==> config.mk <==
export PLATFORM = sky130hd
export DESIGN_NAME = multicycle_control
export DESIGN_NICKNAME = d
export VERILOG_FILES = /design/src/rtl/multicycle_control.sv
export SDC_FILE = /design/constraint.sdc
export NUM_CORES = 1
export LEC_CHECK = 0
export ABC_CLOCK_PERIOD_IN_PS = 1900
export CAP_MARGIN = 25
export CORE_MARGIN = 2
export CORE_UTILIZATION = 45
export DETAILED_ROUTE_END_ITERATION = 8
export DONT_BUFFER_PORTS = 1
export PLACE_DENSITY = 0.62
export SLEW_MARGIN = 20
export SYNTH_ARGS = -nofsm -noshare
export SYNTH_HDL_FRONTEND = slang
export SYNTH_SLANG_ARGS = --single-unit
==> constraint.sdc <==
create_clock -name clk -period 1.9 [get_ports clk]
set_clock_uncertainty 0.15 [all_clocks]
set_input_delay 0.095 -clock clk [delete_from_list [all_inputs] [get_ports clk]]
set_output_delay 0.095 -clock clk [all_outputs]
set_load 0.005 [all_outputs]
==> src/rtl/multicycle_control.sv <==
// Multi-cycle RV32I control FSM: fetches over a req/ack port, decodes the latched IR
// and sequences EXEC/MEM/WB, driving datapath controls from the current state.
module multicycle_control #(
    parameter int XLEN    = 32,
    parameter int TIMEOUT = 15
) (
    input  logic            clk,
    input  logic            rst,
    input  logic [XLEN-1:0] imem_rdata,
    input  logic            imem_ack,
    input  logic            dmem_ack,
    input  logic            BrEq,
    input  logic            BrLT,
    output logic            imem_req,
    output logic            dmem_req,
    output logic            MemRw,
    output logic            ir_we,
    output logic            pc_we,
    output logic            PCSel,
    output logic            RegWEn,
    output logic [2:0]      ImmSel,
    output logic            ALUsrc1,
    output logic            ALUsrc2,
    output logic [3:0]      AluSEL,
    output logic            BrUn,
    output logic [2:0]      ldU,
    output logic [1:0]      WBSel,
    output logic            retire,
    output logic            illegal,
    output logic            bus_err,
    output logic [2:0]      state
);

    typedef enum logic [2:0] {
        FETCH  = 3'd0,
        DECODE = 3'd1,
        EXEC   = 3'd2,
        MEM    = 3'd3,
        WB     = 3'd4,
        TRAP   = 3'd5
    } state_t;

    localparam logic [6:0] OP_R      = 7'b0110011;
    localparam logic [6:0] OP_I      = 7'b0010011;
    localparam logic [6:0] OP_LOAD   = 7'b0000011;
    localparam logic [6:0] OP_STORE  = 7'b0100011;
    localparam logic [6:0] OP_BRANCH = 7'b1100011;
    localparam logic [6:0] OP_JAL    = 7'b1101111;
    localparam logic [6:0] OP_JALR   = 7'b1100111;
    localparam logic [6:0] OP_LUI    = 7'b0110111;
    localparam logic [6:0] OP_AUIPC  = 7'b0010111;

    // The counter only has to reach TIMEOUT-1; the next ack-less cycle is the trap.
    localparam int CW = (TIMEOUT < 2) ? 1 : $clog2(TIMEOUT);
    localparam logic [CW-1:0] LAST = CW'(TIMEOUT - 1);

    state_t        cur;
    logic [31:0]   ir;
    logic [CW-1:0] wait_cnt;

    logic [6:0] opcode;
    logic [2:0] funct3;
    logic is_r, is_i, is_load, is_store, is_branch, is_jal, is_jalr, is_lui, is_auipc;
    logic valid_op, bad_branch, taken;
    logic unused_ir;

    assign opcode     = ir[6:0];
    assign funct3     = ir[14:12];
    assign is_r       = (opcode == OP_R);
    assign is_i       = (opcode == OP_I);
    assign is_load    = (opcode == OP_LOAD);
    assign is_store   = (opcode == OP_STORE);
    assign is_branch  = (opcode == OP_BRANCH);
    assign is_jal     = (opcode == OP_JAL);
    assign is_jalr    = (opcode == OP_JALR);
    assign is_lui     = (opcode == OP_LUI);
    assign is_auipc   = (opcode == OP_AUIPC);
    assign valid_op   = is_r | is_i | is_load | is_store | is_branch |
                        is_jal | is_jalr | is_lui | is_auipc;
    assign bad_branch = is_branch & (funct3[2:1] == 2'b01);
    assign unused_ir  = ^{ir[31], ir[29:15], ir[11:7]};
    assign state      = cur;

    always_ff @(posedge clk) begin
        if (rst) begin
            cur      <= FETCH;
            ir       <= '0;
            wait_cnt <= '0;
            illegal  <= 1'b0;
            bus_err  <= 1'b0;
        end else begin
            wait_cnt <= '0;
            case (cur)
                FETCH: begin
                    if (imem_ack) begin
                        ir  <= imem_rdata[31:0];
                        cur <= DECODE;
                    end else if (wait_cnt == LAST) begin
                        bus_err <= 1'b1;
                        cur     <= TRAP;
                    end else begin
                        wait_cnt <= wait_cnt + 1'b1;
                    end
                end
                DECODE: begin
                    if (!valid_op || bad_branch) begin
                        illegal <= 1'b1;
                        cur     <= TRAP;
                    end else begin
                        cur <= EXEC;
                    end
                end
                EXEC: begin
                    if (is_branch)
                        cur <= FETCH;
                    else if (is_load || is_store)
                        cur <= MEM;
                    else
                        cur <= WB;
                end
                MEM: begin
                    if (dmem_ack) begin
                        cur <= is_load ? WB : FETCH;
                    end else if (wait_cnt == LAST) begin
                        bus_err <= 1'b1;
                        cur     <= TRAP;
                    end else begin
                        wait_cnt <= wait_cnt + 1'b1;
                    end
                end
                WB:      cur <= FETCH;
                TRAP:    cur <= TRAP;
                default: cur <= FETCH;
            endcase
        end
    end

    always_comb begin
        taken = 1'b0;
        case (funct3)
            3'b000:          taken = BrEq;
            3'b001:          taken = ~BrEq;
            3'b100, 3'b110:  taken = BrLT;
            3'b101, 3'b111:  taken = ~BrLT;
            default:         taken = 1'b0;
        endcase
    end

    // Operand/ALU selects follow the latched IR from DECODE until write-back.
    always_comb begin
        imem_req = 1'b0;
        dmem_req = 1'b0;
        MemRw    = 1'b0;
        ir_we    = 1'b0;
        pc_we    = 1'b0;
        PCSel    = 1'b0;
        RegWEn   = 1'b0;
        ImmSel   = 3'b000;
        ALUsrc1  = 1'b0;
        ALUsrc2  = 1'b0;
        AluSEL   = 4'b0000;
        BrUn     = 1'b0;
        ldU      = 3'b000;
        WBSel    = 2'b00;
        retire   = 1'b0;

        if (cur == DECODE || cur == EXEC || cur == MEM || cur == WB) begin
            if (is_r) begin
                AluSEL = {ir[30], funct3};
            end else if (is_i) begin
                ALUsrc2 = 1'b1;
                AluSEL  = (funct3 == 3'b101) ? {ir[30], funct3} : {1'b0, funct3};
            end else if (is_load || is_jalr) begin
                ALUsrc2 = 1'b1;
            end else if (is_store) begin
                ALUsrc2 = 1'b1;
                ImmSel  = 3'b001;
            end else if (is_branch) begin
                ALUsrc1 = 1'b1;
                ALUsrc2 = 1'b1;
                ImmSel  = 3'b010;
                BrUn    = funct3[1];
            end else if (is_jal) begin
                ALUsrc1 = 1'b1;
                ALUsrc2 = 1'b1;
                ImmSel  = 3'b100;
            end else if (is_lui) begin
                ALUsrc2 = 1'b1;
                ImmSel  = 3'b011;
                AluSEL  = 4'b1111;
            end else if (is_auipc) begin
                ALUsrc1 = 1'b1;
                ALUsrc2 = 1'b1;
                ImmSel  = 3'b011;
            end
        end

        case (cur)
            FETCH: begin
                imem_req = 1'b1;
                ir_we    = imem_ack;
            end
            EXEC: begin
                if (is_branch) begin
                    PCSel  = taken;
                    pc_we  = 1'b1;
                    retire = 1'b1;
                end
            end
            MEM: begin
                dmem_req = 1'b1;
                MemRw    = is_store;
                ldU      = funct3;
                if (dmem_ack && is_store) begin
                    pc_we  = 1'b1;
                    retire = 1'b1;
                end
            end
            WB: begin
                RegWEn = 1'b1;
                pc_we  = 1'b1;
                retire = 1'b1;
                if (is_jal || is_jalr) begin
                    WBSel = 2'b00;
                    PCSel = 1'b1;
                end else if (is_load) begin
                    WBSel = 2'b10;
                end else begin
                    WBSel = 2'b01;
                end
            end
            default: ;
        endcase
    end

endmodule
==> results of run 1 <==
==> metrics by stage <==
| step | hold WS (ps) | setup WS [ps] | area, µm² |
|---|---|---|---|
| floorplan | 14.1 | -22.8 | 1330 |
| global placement | 16.9 | 48.7 | 1430 |
| detailed placement | 18.5 | 36.0 | 1430 |
| CTS | 13.2 | -204 | 1820 |
| global route | 51.8 | -267 | 1900 |
| finish | 34.2 | -212 | 1900 |
==> power breakdown <==
part	switching [W]	internal, W
registers	0.0000505	0.000460
logic	0.000239	0.000206
clock network	0.000133	0.000117
==> registers in the layout (all words and copies together) (netlist names) <==
name,cells
ir,11
wait_cnt,4
state,3
bus_err,1
illegal,1
==> layout make-up <==
cell class                 instances  area, µm²
multi-input combinational        139        966
fill                             241        877
timing repair buffer              49        410
clock buffer                       4       36.3
inverter                           9       37.5
tap                               31       38.8
sequential                        20        415
==> cell usage in the layout, fill, tap and decap left out, types with 2 or more instances in the layout <==
cell type / Yosys / routed
buf_4: 3 / 33
nor3_2: 0 / 2
buf_6: 1 / 2
nor2_1: 16 / 14
and2_1: 2 / 2
nor3_1: 7 / 4
inv_1: 9 / 8
dlygate4sd3_1: 0 / 14
nand4_1: 2 / 2
a31oi_1: 5 / 5
nand2_1: 32 / 31
ha_1: 2 / 2
xnor2_1: 2 / 2
a21oi_2: 0 / 5
clkbuf_4: 0 / 3
a21o_1: 2 / 2
nor2b_4: 0 / 2
nor2b_1: 4 / 2
nand3_1: 4 / 4
nand2b_1: 4 / 4
a21oi_1: 21 / 15
nand4b_1: 2 / 2
or3_4: 0 / 2
dfxtp_4: 0 / 2
dfxtp_1: 20 / 12
dfxtp_2: 0 / 6
nand3b_1: 4 / 4
==> kinds of logic (layout without fill, tap and decap cells) <==
family                     after synthesis  after routing  share of synthesized area [%]
and+or+nand+nor                         92             92                           36.8
AOI/OAI and AO/OA                       41             41                           20.1
buffers and inverters                   23             62                           8.16
DFF                                     20             20                           30.4
xor gates and xnor gates                 4              4                           2.66
adders and majority gates                2              2                           1.90
==> what timing repair did <==
item | CTS | global route
hold buffers | 14 | 0
setup buffers | 8 | 8
hold endpoints to repair | 20 | 0
gates cloned | 0 | 0
gates resized for setup | 39 | 6
setup endpoints to repair | 15 | 18
pin swaps | 10 | 8
==> layer usage <==
layer | wire length [µm] | global-route usage, % | part of all wire (%)
met1 | 1670 | 29.9 | 45
met2 | 1790 | 36.7 | 48
met3 | 219 | 3.57 | 5.9
met4 | 40 | 6.98 | 1.1
met5 | 0 | 0 | 0
==> worst paths after layout <==
check / startpoint / to / slack [ps] / depth (start not counted)
hold / removal: dmem_ack / bus_err$_SDFFE_PP0P_ / 30 / 4
hold reg to reg: wait_cnt[0]$_SDFF_PP0_ / wait_cnt[0]$_SDFF_PP0_ / 330 / 1
setup reg to reg: ir[1]$_SDFFE_PP0P_ / state[2]$_SDFF_PP0_ / 50 / 5
setup / recovery: ir[1]$_SDFFE_PP0P_ / retire / -210 / 4
==> critical path, cell delays in order, from the launching register on <==
cell and delay, ps:
dfxtp_2 370, or3b_4 390, or4_4 530, o22ai_2 100
a21o_1 180
==> flow_metrics.tcl, run 1 <==
set metrics [dict create \
    post-dp-hpwl_um 2520 \
    synth.ff_latch_count 20 \
    cp.required_ps 1650 \
    synth-seq-area-share_pct 30.4 \
    synth.most_common_cell "nand2_1" \
    p_per_area_nw_per_um2 633 \
    drt-initial-drc-count 69 \
    synth_area_leader_cell "dfxtp_1" \
    max_slew.worst_pin.slew_ps 540 \
    hold_viol 0 \
    root_buffer "clkbuf_4" \
    cts_tree "done" \
    p_total_w 0.00121 \
    status "finished with violations" \
    dp_cells 218 \
    grt_overflow 0 \
    synthesis.area_um2 1320 \
    max_slew_margin_pct 64.0 \
    chipWidth_um 58.1 \
    crit_type "reg -> out" \
    viasPerCell 5.84 \
    routedWlPerCell_um 14.7 \
    final_cell_count_no_fill 252 \
    fin_crit_sh_pct 111 \
    cp-start-kind "flip-flop" \
    cp_max_fo 4 \
    synth_commonest_cells "nand2_1 (32), a21oi_1 (21), dfxtp_1 (20)" \
    drv_cap 0 \
    yosys-top-cells-area "dfxtp_1 (30%), nand2_1 (9.1%), a21oi_1 (8.0%)" \
    crit_path_end_kind "primary output" \
    io_buffers 0 \
    max-clock-path-buffers 2 \
    fin_ws_ps -212 \
    violations "negative setup slack" \
    grt_usage_pct 22.3 \
    ys_types 45 \
    fmax_mhz 474 \
    drive_above_1_share_pct 33.9 \
    synthFlopType "dfxtp_1" \
    syn_to_final_growth_pct 44.4 \
    htree_levels 1 \
    nets 262 \
    syn_area_per_cell_um2 7.25 \
    synthesis.nets 222 \
    leakage_nw 0.743 \
    path_clk_slew_ps 120 \
    first_global_vias 1292 \
    synthArstFlopShare_pct 0 \
    netlist_instances 182 \
    antenna_left 0 \
    dieArea_um2 3380 \
    grt_max_degree 17 \
    final_util_pct 68.5 \
    cts_made_buffers 3 \
    hold_class "in -> reg" \
    yosys_warnings 0 \
    antenna_found_initial 0 \
    irDropWorstVdd_mv 0.546 \
    fin_tns_setup_ps -1540 \
    grt_pass1_wl_um 5880 \
    antenna_cells 0 \
    ioPinCount 66 \
    setup-violations-final 12 \
    numClockSinks 20 \
    core_um2 2780 \
    globalplace.congestion 0.805 \
    firstDrtPassIters 4 \
    rsz0062_at_grt "true" \
    synth_top_area_share_pct 30.4 \
    wl_um 3720 \
    min_period_ps 2110 \
    clock_latency_ps 300 \
    rows 19 \
    die_h_um 58.1 \
    arrival_ps 1870 \
    drc_errors 0 \
    initial_core_util_pct 47.4 \
    synth_edf_count 0 \
    routed-via-count 1472 \
    slew_violations 0 \
]
(Power assumes the default switching activity.)
==> run 2: changes to the inputs <==
- ABC_AREA: not set -> 1
- TNS_END_PERCENT: not set -> 1
==> flow_metrics.tcl, run 2 <==
set metrics [dict create \
    max-clock-path-buffers 2 \
    layout_commonest_cell "nand2_1" \
    stdcell_area_um2 1580 \
    synth_commonest_cells "nand2_1 (27), nor2_1 (25), a21oi_1 (21)" \
    drive_above_1_share_pct 23.4 \
    crit_chain "inv_1 > nand2_2 > nor2_8 > inv_4 > nor2_4 > nand2_2 > nand2_1 > nand2_1 > nand2_1 > nand2_1 > nor2_2" \
    seq_power_share_pct 37.6 \
    slew_violations 0 \
    synth.ff_latch_count 20 \
    synth_area_leader_cell "dfxtp_1" \
    min_period_ps 1750 \
    numClockSinks 20 \
    synth.most_common_cell "nand2_1" \
    hold_viol 0 \
    routed-via-count 1270 \
    chipWidth_um 59.0 \
    drc_errors 6 \
    p_int_w 0.000959 \
    syn_area_per_cell_um2 6.79 \
    p_per_area_nw_per_um2 1050 \
    antenna_cells 0 \
    synthFlopType "dfxtp_1" \
    rsz0062_at_grt "true" \
    switching_share_pct 42.5 \
    timing.critical_path.mode_cell "nand2_1" \
    switchingPower_w 0.000709 \
    setup-violations-final 0 \
    cts_setup_buffers 0 \
    dieArea_um2 3480 \
    die_h_um 59.0 \
    drt-initial-drc-count 47 \
    cp-start-kind "flip-flop" \
    yosys-top-cells-area "dfxtp_1 (29%), a21oi_1 (7.7%), nand2_1 (7.5%)" \
    nets 255 \
    hold_class "in -> reg" \
    pwr-share-comb_pct 42.3 \
    synthesis.nets 240 \
    p_total_w 0.00167 \
    cp.required_ps 1650 \
    yosys_warnings 0 \
    grt_overflow 0 \
    rows 19 \
    firstDrtPassIters 7 \
    synthArstFlopShare_pct 0 \
    violations "design-rule violations" \
    first_global_vias 1180 \
    arrival_ps 1510 \
    syn_to_final_growth_pct 16.4 \
    initial_core_util_pct 48.4 \
    final_cell_mix "nand2_1 (27), nor2_1 (24), a21oi_1 (21)" \
    grt_pass1_wl_um 5230 \
    path_clk_slew_ps 110 \
    antenna_left 0 \
    cts_made_buffers 3 \
    largest_register_ffs 11 \
    irDropWorstVdd_mv 0.607 \
    post-dp-hpwl_um 2510 \
    max_slew.worst_pin.slew_ps 331 \
    synth_edf_count 0 \
    drv_cap 0 \
    fmax_mhz 570 \
    wl_um 3110 \
    crit_type "reg -> out" \
    ys_types 30 \
    status "finished with violations" \
    cts_tree "done" \
    io_buffers 0 \
    grt_max_degree 22 \
    core_um2 2810 \
    leakage_nw 0.678 \
    routedWlPerCell_um 12.7 \
    crit_path_end_kind "primary output" \
    viasPerCell 5.18 \
    pwr-share-clk_pct 20.1 \
    netlist_instances 200 \
    placed_area_um2 1380 \
    globalplace.congestion 0.819 \
    clock_latency_ps 290 \
    htree_levels 1 \
    cp_max_fo 7 \
    fin_crit_sh_pct 92.3 \
    max_slew_margin_pct 77.9 \
    antenna_found_initial 0 \
    synth-seq-area-share_pct 29.5 \
    ioPinCount 66 \
    grt_usage_pct 19.3 \
    synth_top_area_share_pct 29.5 \
    synthesis.area_um2 1360 \
    crit_slowest_cell "dfxtp_1" \
    critPathMaxStageDelay_ps 340 \
    root_buffer "clkbuf_4" \
    regMostFlops "ir" \
]
[run 2: changes by cell type after synthesis, moves of 5 or more]
cell / previous run / this run
o21ai_0: 1 / 13
inv_1: 9 / 20
nand3_1: 4 / 14
inv_2: 0 / 9
nor2_1: 16 / 25
nand2_2: 0 / 8
clkbuf_1: 8 / 1
o21ai_1: 0 / 7
nand2_1: 32 / 27
nor2_4: 0 / 5
[run 2: power groups by stage]
stage / sequential (W) / combinational, W / clock, W
5_1_grt: 0.000640 / 0.000806 / 0.000366
4_1_cts: 0.000615 / 0.000698 / 0.000352
3_3_place_gp: 0.000623 / 0.000658 / 0
3_5_place_dp: 0.000624 / 0.000673 / 0
6_report: 0.000626 / 0.000706 / 0.000335
2_1_floorplan: 0.000616 / 0.000576 / 0
[run 2: logic make-up after synthesis]
logic type / count (synthesis) / share of synthesized area, %
XOR/XNOR: 2 / 1.29
buffers and inverters: 35 / 11.0
adder cells (fa/ha/maj): 2 / 1.84
flip-flops: 20 / 29.5
AND/OR/NAND/NOR: 96 / 38.4
AO/OA/AOI/OAI: 45 / 18.0
[run 2: timing repair]
item | 4_1_cts | 5_1_grt
hold endpoints to repair | 19 | 0
hold buffers | 13 | 0
setup endpoints to repair | 0 | 9
gates resized for setup | 0 | 9
[run 2: metal layers]
layer	global-route usage (%)	vias up	part of all wire (%)
li1	-	675	-
met1	27.5	561	48
met2	29.5	32	45
met3	3.08	2	6.1
met4	6.82	0	0.48
met5	0	-	0
[run 2: worst paths after layout]
kind                                from                endpoint  slack, ps  depth (start not counted)
setup / recovery      ir[2]$_SDFFE_PP0P_               AluSEL[3]        150                         11
hold / removal                  dmem_ack    bus_err$_SDFFE_PP0P_         40                          5
setup reg to reg     state[1]$_SDFF_PP0_     state[0]$_SDFF_PP0_        350                          7
hold reg to reg   wait_cnt[0]$_SDFF_PP0_  wait_cnt[0]$_SDFF_PP0_        330                          1
[run 2: worst max-delay path: cells and delay by family (launching register included)]
kind	cells	cell delay [ps]
and+or+nand+nor	9	750
DFF	1	340
buffers and inverters	2	130
[run 2: final cells by class]
type / instances / area, µm²
tap: 31 / 38.8
inverter: 31 / 123
fill: 293 / 1220
timing repair buffer: 14 / 138
multi-input combinational: 145 / 823
clock inverter: 1 / 30.0
sequential: 20 / 407
clock buffer: 3 / 22.5
[run 2: per-stage QoR]
| stage | cells | util (%) | setup TNS, ps | hold WS, ps | worst slack, ps |
|---|---|---|---|---|---|
| after detailed placement | 228 | 49.0 | 0 | 9.70 | 264 |
| after global routing | 245 | 56.4 | -7.05 | 57.8 | -7.02 |
| after CTS | 245 | 55.5 | 0 | 9.11 | 27.9 |
| final | 245 | 56.4 | 0 | 39.4 | 147 |
| after global placement | 228 | 49.0 | 0 | 9.58 | 267 |
| after floorplan | 200 | - | 0 | 7.44 | 364 |
==> run 3: changes to the inputs <==
- CORE_UTILIZATION: 45 -> 40
- PLACE_DENSITY: 0.62 -> 0.56
==> flow_metrics.tcl, run 3 (synthesized netlist as in run 2, its figures left out) <==
set metrics [dict create \
    p_int_w 0.000893 \
    stdcell_area_um2 1620 \
    ff2ff_path_depth 9 \
    cp.required_ps 1650 \
    path_clk_slew_ps 110 \
    timing.critical_path.mode_cell "nand2_1" \
    grt_pass1_wl_um 5510 \
    cts_tree "done" \
    largest_register_ffs 11 \
    min_from "dmem_ack" \
    wl_um 3280 \
    rows 21 \
    nets 260 \
    final_util_pct 49.0 \
    arrival_ps 1560 \
    timing.rr.end "state[0]$_SDFF_PP0_" \
    antenna_left 0 \
    regMostFlops "ir" \
    irDropWorstVdd_mv 0.377 \
    worstHoldEndpoint "bus_err$_SDFFE_PP0P_" \
    critPathMaxStageDelay_ps 350 \
    io_buffers 0 \
    max-clock-path-buffers 2 \
    antenna_cells 0 \
    crit_type "reg -> out" \
    routed-via-count 1338 \
    worstHoldPathCells 5 \
    fin_crit_sh_pct 95.1 \
    seq_power_share_pct 39.5 \
    leakage_nw 0.696 \
    syn_to_final_growth_pct 19.4 \
    crit_cells 11 \
    switching_share_pct 45.0 \
    layout_commonest_cell "nand2_1" \
    hold_viol 0 \
    firstDrtPassIters 4 \
    grt_usage_pct 17.2 \
    worst-path-buf-inv 2 \
    ioPinCount 66 \
    die_h_um 62.3 \
    htree_levels 1 \
    drv_cap 0 \
    globalplace.congestion 0.769 \
    switchingPower_w 0.000731 \
    setup-violations-final 0 \
    grt_overflow 0 \
    drc_errors 0 \
    cp-start-kind "flip-flop" \
    numClockSinks 20 \
    cp_max_fo 6 \
    clock_latency_ps 300 \
    max_slew_margin_pct 70.4 \
    dieArea_um2 3880 \
    pwr-share-comb_pct 45.3 \
    dp_cells 244 \
    chipWidth_um 62.3 \
    status "completed" \
    p_per_area_nw_per_um2 1000 \
    pwr-share-clk_pct 15.2 \
    crit_chain "inv_2 > nand2_4 > nor2_8 > inv_4 > nor2_4 > nand2_2 > nand2_1 > nand2_1 > nand2_1 > nand2_1 > nor2_2" \
    fmax_mhz 554 \
    max_slew.worst_pin.slew_ps 437 \
    drt-initial-drc-count 77 \
    routedWlPerCell_um 12.4 \
    rsz0062_at_grt "true" \
    grt_max_degree 21 \
    cp_top_family "simple AND/OR/NAND/NOR gates" \
    r2r_start "ir[5]$_SDFFE_PP0P_" \
    first_global_vias 1219 \
    post-dp-hpwl_um 2610 \
    placed_area_um2 1400 \
    min_period_ps 1810 \
    core_um2 3310 \
    root_buffer "clkbuf_4" \
    antenna_found_initial 0 \
    final_cell_count_no_fill 265 \
    final_cell_mix "nand2_1 (27), nor2_1 (24), a21oi_1 (21)" \
    drive_above_1_share_pct 26.5 \
    hold_class "in -> reg" \
    crit_slowest_cell "dfxtp_2" \
    slew_violations 0 \
    rrSetupSlack_ps 380 \
    viasPerCell 5.05 \
    initial_core_util_pct 41.0 \
    crit_path_end_kind "primary output" \
    cts_made_buffers 3 \
]
-- run 3: layout make-up --
class / count / area [µm²]
clock buffer: 4 / 36.3
fill: 350 / 1690
inverter: 31 / 123
multi-input combinational: 145 / 821
sequential: 20 / 410
tap: 46 / 57.6
timing repair buffer: 19 / 175
-- run 3: power groups by stage --
| stage | clock network [W] | registers (W) | logic, W |
|---|---|---|---|
| after global placement | 0 | 0.000632 | 0.000663 |
| after floorplan | 0 | 0.000616 | 0.000576 |
| after detailed placement | 0 | 0.000636 | 0.000674 |
| after global routing | 0.000285 | 0.000659 | 0.000815 |
| final | 0.000247 | 0.000641 | 0.000735 |
| after CTS | 0.000255 | 0.000626 | 0.000699 |
-- run 3: worst register-to-register path: stages (launching register included) --
cell and delay [ps]:
dfxtp_2 350, inv_2 120, nor2_2 60, nand2_2 70, inv_2 60, o21ai_1 170
nand3_1 160, nand2_1 110, nand2_2 70, a21oi_1 130
-- run 3: stage by stage --
step | total power [W] | TNS [ps] | setup WS [ps] | hold slack, ps
final | 0.00162 | 0 | 94.0 | 43.8
after global routing | 0.00176 | -65.8 | -43.9 | 53.5
after CTS | 0.00158 | 0 | 38.4 | 35.0
after detailed placement | 0.00131 | 0 | 382 | 9.58
after global placement | 0.00130 | 0 | 372 | 9.32
after floorplan | 0.00119 | 0 | 364 | 7.44
-- run 3: worst max-delay path by stage --
stage	startpoint	to	slack, ps
2_1_floorplan	state[2]$_SDFF_PP0_	retire	360
3_3_place_gp	state[2]$_SDFF_PP0_	state[2]$_SDFF_PP0_	370
3_5_place_dp	ir[1]$_SDFFE_PP0P_	WBSel[1]	380
4_1_cts	ir[1]$_SDFFE_PP0P_	WBSel[1]	40
5_1_grt	ir[3]$_SDFFE_PP0P_	AluSEL[3]	-40
6_report	ir[2]$_SDFFE_PP0P_	AluSEL[3]	90
-- run 3: routing by layer --
| metal | vias to the layer above | share of wire (%) | global-route usage [%] |
|---|---|---|---|
| li1 | 687 | - | - |
| met2 | 49 | 45 | 29.2 |
| met4 | 0 | 0.49 | 4.17 |
| met3 | 2 | 6.6 | 3.62 |
| met1 | 600 | 48 | 22.5 |
| met5 | - | 0 | 0 |
-- run 3: what timing repair did --
action | 4_1_cts | 5_1_grt
buffers inserted | 0 | 4
setup endpoints to repair | 0 | 9
gates resized for setup | 0 | 13
hold endpoints to repair | 16 | 0
hold buffers | 13 | 0
